## src/rtl/prng_share_ctrl_pkg.sv

```systemverilog
// Shared types and defaults for the LFSR randomness-sharing controller.
package prng_share_ctrl_pkg;

  typedef enum logic [1:0] {
    INIT   = 2'd0,
    RESEED = 2'd1,
    WARMUP = 2'd2,
    SERVE  = 2'd3
  } state_e;

  localparam int unsigned DefaultReseedInterval = 1024;
  localparam int unsigned DefaultWarmupCycles   = 8;

endpackage

```

## src/rtl/prng_rr_arb.sv

```systemverilog
// Combinational round-robin arbiter: the first active request at or after ptr_i wins.
module prng_rr_arb #(
  parameter int unsigned NumReq = 3,
  parameter int unsigned IdxW   = (NumReq > 1) ? $clog2(NumReq) : 1
) (
  input  logic [NumReq-1:0] req_i,
  input  logic              en_i,
  input  logic [IdxW-1:0]   ptr_i,
  output logic [NumReq-1:0] gnt_o,
  output logic [IdxW-1:0]   idx_o
);

  logic [IdxW-1:0] cand;
  int              sum;

  // Scan from the farthest candidate back to ptr_i so the nearest active request is written last.
  always_comb begin
    gnt_o = '0;
    idx_o = '0;
    cand  = '0;
    sum   = 0;
    if (en_i) begin
      for (int k = int'(NumReq) - 1; k >= 0; k--) begin
        sum = int'(ptr_i) + k;
        if (sum >= int'(NumReq)) sum = sum - int'(NumReq);
        cand = IdxW'(sum);
        if (req_i[cand]) begin
          gnt_o       = '0;
          gnt_o[cand] = 1'b1;
          idx_o       = cand;
        end
      end
    end
  end

endmodule

```

## src/rtl/prng_share_ctrl.sv

```systemverilog
// Sequences a shared prim_lfsr: seeds it from the entropy source, warms it up, then
// hands one fresh LFSR step per cycle to a round-robin selected requester.
module prng_share_ctrl
  import prng_share_ctrl_pkg::*;
#(
  parameter int unsigned NumReq         = 3,
  parameter int unsigned LfsrDw         = 32,
  parameter int unsigned OutDw          = 8,
  parameter int unsigned ReseedInterval = DefaultReseedInterval,
  parameter int unsigned WarmupCycles   = DefaultWarmupCycles
) (
  input  logic              clk_i,
  input  logic              rst_ni,
  input  logic [NumReq-1:0] req_i,
  output logic [NumReq-1:0] gnt_o,
  output logic [OutDw-1:0]  rand_o,
  input  logic              reseed_force_i,
  output logic              entropy_req_o,
  input  logic              entropy_ack_i,
  input  logic [LfsrDw-1:0] entropy_i,
  output logic              lfsr_seed_en_o,
  output logic [LfsrDw-1:0] lfsr_seed_o,
  output logic              lfsr_en_o,
  input  logic [OutDw-1:0]  lfsr_state_i,
  output logic              ready_o,
  output logic              ack_err_o
);

  localparam int unsigned IdxW  = (NumReq > 1) ? $clog2(NumReq) : 1;
  localparam int unsigned CntW  = (ReseedInterval > 0) ? $clog2(ReseedInterval + 1) : 1;
  localparam int unsigned WarmW = (WarmupCycles > 0) ? $clog2(WarmupCycles + 1) : 1;
  localparam logic [CntW-1:0]  CntLimit = CntW'(ReseedInterval);
  localparam logic [WarmW-1:0] WarmLast = (WarmupCycles > 0) ? WarmW'(WarmupCycles - 1) : '0;
  localparam logic [IdxW-1:0]  IdxLast  = IdxW'(NumReq - 1);

  state_e           state_q, state_d;
  logic [CntW-1:0]  cnt_q, cnt_d, cnt_inc;
  logic [WarmW-1:0] warm_q, warm_d;
  logic [IdxW-1:0]  ptr_q, ptr_d, win;
  logic             force_q, force_d, force_now;
  logic             ereq_q, ereq_d;
  logic             err_q, err_d;
  logic             arb_en;
  logic [NumReq-1:0] gnt;

  prng_rr_arb #(
    .NumReq (NumReq),
    .IdxW   (IdxW)
  ) u_arb (
    .req_i (req_i),
    .en_i  (arb_en),
    .ptr_i (ptr_q),
    .gnt_o (gnt),
    .idx_o (win)
  );

  assign arb_en      = (state_q == SERVE);
  assign gnt_o       = gnt;
  assign rand_o      = lfsr_state_i;
  assign lfsr_seed_o = entropy_i;
  assign entropy_req_o = ereq_q;
  assign ack_err_o   = err_q;

  // The counter saturates rather than wrapping so a disabled interval never retriggers.
  assign cnt_inc   = (cnt_q == '1) ? cnt_q : cnt_q + 1'b1;
  assign force_now = force_q | (reseed_force_i & ((state_q == SERVE) | (state_q == WARMUP)));
  assign force_d   = (state_d == RESEED) ? 1'b0 : force_now;
  assign ereq_d    = (state_d == RESEED);
  assign err_d     = err_q | (entropy_ack_i & ~ereq_q);

  always_comb begin
    state_d        = state_q;
    cnt_d          = cnt_q;
    warm_d         = '0;
    ptr_d          = ptr_q;
    lfsr_seed_en_o = 1'b0;
    lfsr_en_o      = 1'b0;
    ready_o        = 1'b0;
    unique case (state_q)
      INIT: state_d = RESEED;
      RESEED: begin
        if (entropy_ack_i) begin
          lfsr_seed_en_o = 1'b1;
          cnt_d          = '0;
          state_d        = (WarmupCycles == 0) ? SERVE : WARMUP;
        end
      end
      WARMUP: begin
        lfsr_en_o = 1'b1;
        warm_d    = warm_q + 1'b1;
        if (warm_q == WarmLast) begin
          warm_d  = '0;
          state_d = SERVE;
        end
      end
      SERVE: begin
        ready_o = 1'b1;
        if (|gnt) begin
          lfsr_en_o = 1'b1;
          cnt_d     = cnt_inc;
          ptr_d     = (win == IdxLast) ? '0 : win + 1'b1;
        end
        // A grant in the leaving cycle still consumes its own LFSR step.
        if (force_now || ((ReseedInterval != 0) && (|gnt) && (cnt_inc == CntLimit))) begin
          state_d = RESEED;
        end
      end
      default: state_d = INIT;
    endcase
  end

  always_ff @(posedge clk_i or negedge rst_ni) begin
    if (!rst_ni) begin
      state_q <= INIT;
      cnt_q   <= '0;
      warm_q  <= '0;
      ptr_q   <= '0;
      force_q <= 1'b0;
      ereq_q  <= 1'b0;
      err_q   <= 1'b0;
    end else begin
      state_q <= state_d;
      cnt_q   <= cnt_d;
      warm_q  <= warm_d;
      ptr_q   <= ptr_d;
      force_q <= force_d;
      ereq_q  <= ereq_d;
      err_q   <= err_d;
    end
  end

endmodule

```

## config.mk

```make
export PLATFORM = sky130hd
export DESIGN_NAME = prng_share_ctrl
export DESIGN_NICKNAME = d
export VERILOG_FILES = /design/src/rtl/prng_share_ctrl_pkg.sv /design/src/rtl/prng_rr_arb.sv /design/src/rtl/prng_share_ctrl.sv
export SDC_FILE = /design/constraint.sdc
export NUM_CORES = 1
export LEC_CHECK = 0
export ABC_AREA = 1
export ABC_CLOCK_PERIOD_IN_PS = 1760
export CAP_MARGIN = 25
export CORE_AREA = 2 2 74 76
export CTS_BUF_LIST = sky130_fd_sc_hd__clkbuf_4
export DETAILED_ROUTE_END_ITERATION = 10
export DIE_AREA = 0 0 76 78
export PLACE_DENSITY_LB_ADDON = 0.08
export REMOVE_ABC_BUFFERS = 1
export SKIP_LAST_GASP = 1
export SYNTH_ARGS = -nofsm -noshare
export SYNTH_HDL_FRONTEND = slang
export SYNTH_SLANG_ARGS = --single-unit
```

## constraint.sdc

```tcl
create_clock -name clk_i -period 1.76 [get_ports clk_i]
set_input_delay 0.352 -clock clk_i [delete_from_list [all_inputs] [get_ports clk_i]]
set_output_delay 0.352 -clock clk_i [all_outputs]
set_load 0.02 [all_outputs]
```

==> key figures <==
Routing
  • Routed len/inst: 14.8 µm
  • Vias per Instance: 4.77
  • DR iter-0 viols: 74
  • Met3 wire length: 605 µm
  • DRC viols: 0
  • Vias: 1,675
  • Total Wirelength: roughly 5.2 mm
  • DR pass1 iterations: 4
  • ANT nets after route: 0
  • Met2 Routed Length: 2.17 mm
  • Met1 Wirelength: between 2 and 2.5 mm
  • Top Metal Used: met5

Worst setup path
  • Worst Path Max Fanout: 6
  • Reg-to-Reg Start: ptr_q[1]
  • Slowest cell on crit path: dfrtp_1
  • Crit path launch type: flip-flop
  • Worst Path Required: 1410 ps
  • Crit path largest cell delay: 460 ps
  • Crit Path Class: reg2out
  • R2R depth: 14
  • Worst reg-to-reg setup slack: -320 ps
  • Crit-path cells: inv_2 -> ha_4 -> inv_6 -> nand2_4 -> nand3_4 -> a21boi_2 -> nand2_2 -> nand2_4 -> nand3_4 -> inv_2 -> nand2_2 -> buf_6
  • Worst R2R End: cnt_q[7]
  • CP endpoint kind: primary output
  • Worst path arrival time: 1910 ps

Synth
  • Mapped Cells: roughly 260
  • Async SR Flop Fraction: 1.00
  • Most common cell in the netlist: nand2_1
  • Synth top area share: 0.290
  • Syn Std Cell Area: 1900 µm²
  • Synth area leaders: dfrtp_1 29%, buf_4 16%, nand2_1 11%, nand3_1 7.9%, inv_1 6.7%
  • Synth area leader: dfrtp_1
  • Number of library cell types mapped by synthesis: 30
  • Syn_area_per_cell: 7.27 µm²
  • Post-synth EDFFs: 0
  • Sequential fraction of the synthesis area: 0.290
  • Top post-synthesis cells by count: 58 x nand2_1, 40 x buf_4, 34 x inv_1, 30 x nand3_1, 22 x dfrtp_1
  • Synth Register Bits: 22
  • Ys flop type: dfrtp_1
  • Ys Warns: 0

Floorplan
  • Die width: 76 µm
  • Die Area: 5930 µm²
  • Initial Util: 0.376
  • Rows: 26
  • Core area: between 5000 and 6000 µm²
  • Ports: 95
  • Die Height: between 70 and 80 µm

Timing
  • PnR worst setup slack: -499 ps
  • # setup viols final: 18
  • Hold Violations, Final: 0
  • RSZ-0062 raised after global routing: true
  • FMAX: 0.443 GHz
  • Slew Viols, Final: 0
  • Tightest Pin Transition: roughly 320 ps
  • Worst slew margin: 0.787
  • Fin crit share: 1.28
  • Period minus WS final: around 2300 ps
  • Final Skew: 15.3 ps
  • Hold Slack: 358 ps
  • Setup TNS: -5060 ps

Layout
  • Layout area overhead: 22.0%
  • Share of cells above drive strength 1: 0.370
  • Finished Layout Cells: 351
  • Multi-input gate area: just under 1000 µm²
  • # diodes: 0
  • Seq. cell area: 551 µm²
  • Final instance area: 2320 µm²
  • Fill count: 533
  • Nets: 333
  • Final core occ: 0.459

Global route
  • Largest net degree at the start of global routing: 23
  • First-pass GRT wire length: 8.47 mm
  • Vias in the first global route: 1,606
  • GRT overflow: 0
  • Initial antenna violation count: 0
  • GRT Util Overall: 0.180

Flow run
  • Max-cap violations: 0

CTS
  • CTS Buf Count: 3
  • CTS clk-pin slew, worst paths: 150 ps
  • Hold_buf cts: 0
  • Root Buffer: clkbuf_4
  • Clock Sinks: 22
  • TritonCTS clock tree: built
  • Clk buf depth: 2
  • Worst-Skew Late Latency: 320 ps
  • # H-tree levels: 1

Place
  • Port bufs: 14
  • Setup WS pre-CTS: -758 ps
  • Dpl hpwl: slightly below 4 mm
  • Global placement routability congestion: 0.840
  • DP Area: 2080 µm²
  • Placed Cells incl. Taps: 340

Pwr
  • Tot Pwr: 3.69 mW
  • Worst VDD drop: 739 µV
  • Pwr Density: 1590 nW/µm²
  • Leakage: 1.15 nW

Outcome
  • Outcome: complete, but fails checks
  • Failing checks: negative setup slack

Hold path
  • Worst hold path class: in2async
-- power by group --
part,internal (mW),total [mW],leakage (nW),switching (mW)
Clock,0.230,0.406,0.0279,0.175
Sequential,0.604,0.672,0.289,0.0682
Combinational,1.18,2.61,0.833,1.43
-- layout make-up --
cell class,instances,share of cell area
multi-input cells,157,0.417
flip-flops and latches,22,0.238
repair buffers,58,0.213
inverters,40,0.0713
well taps,70,0.0378
clock inverters,1,0.0130
clock buffers,3,0.00972
-- sequential cells by signal (all words and copies together), names as in the netlist --
register,flops
cnt_q,11
warm_q,4
ptr_q,2
state_q,2
ack_err_o,1
entropy_req_o,1
force_q,1
-- critical path: cells and delay by family (launching register included) --
kind / cells / cell delay, ps
adder cells (fa/ha/maj): 1 / 200
AO/OA/AOI/OAI: 1 / 150
buffers and inverters: 4 / 330
AND/OR/NAND/NOR: 6 / 430
flip-flops: 1 / 460
-- timing repair --
action / CTS / global route
endpoints found under the setup margin: 21 / 21
resized for setup: 49 / 20
buffers inserted: 4 / 3
pin swaps: 4 / 10
-- cell families (layout without fill, tap and decap cells) --
logic type	count (synthesis)	after routing	share of synthesized area
buffers and inverters	82	102	0.250
AND/OR/NAND/NOR	125	125	0.328
flip-flops	22	22	0.290
adder cells (fa/ha/maj)	4	4	0.0264
XOR/XNOR	1	1	0.00462
AO/OA/AOI/OAI	27	27	0.101
-- layer usage --
metal,vias to the layer above,GRT usage
met1,766,0.240
met3,6,0.114
met2,66,0.238
met5,-,0.0545
li1,835,-
met4,2,0.0418
-- worst max-delay path by stage --
stage              from   endpoint  cells past startpoint
2_1_floorplan  ptr_q[0]  lfsr_en_o                     11
3_3_place_gp   req_i[1]  lfsr_en_o                     10
3_5_place_dp   req_i[1]  lfsr_en_o                     10
4_1_cts        ptr_q[1]  lfsr_en_o                     12
5_1_grt        ptr_q[1]  lfsr_en_o                     12
6_report       ptr_q[1]  lfsr_en_o                     12
-- placed cells by master, fill, tap and decap left out, drive strengths merged --
cell type,n
inv,40
o211ai,1
nor2,19
ha,4
nand3,36
a21boi,1
clkdlybuf4s15,1
nand2,62
o31ai,4
nor4,1
nand4,6
nand3b,1
o21ai,15
a211oi,1
xor2,1
bufinv,1
o21bai,2
dfrtp,22
buf,49
a21oi,3
clkdlybuf4s50,8
clkbuf,3
(Power assumes the default switching activity.)
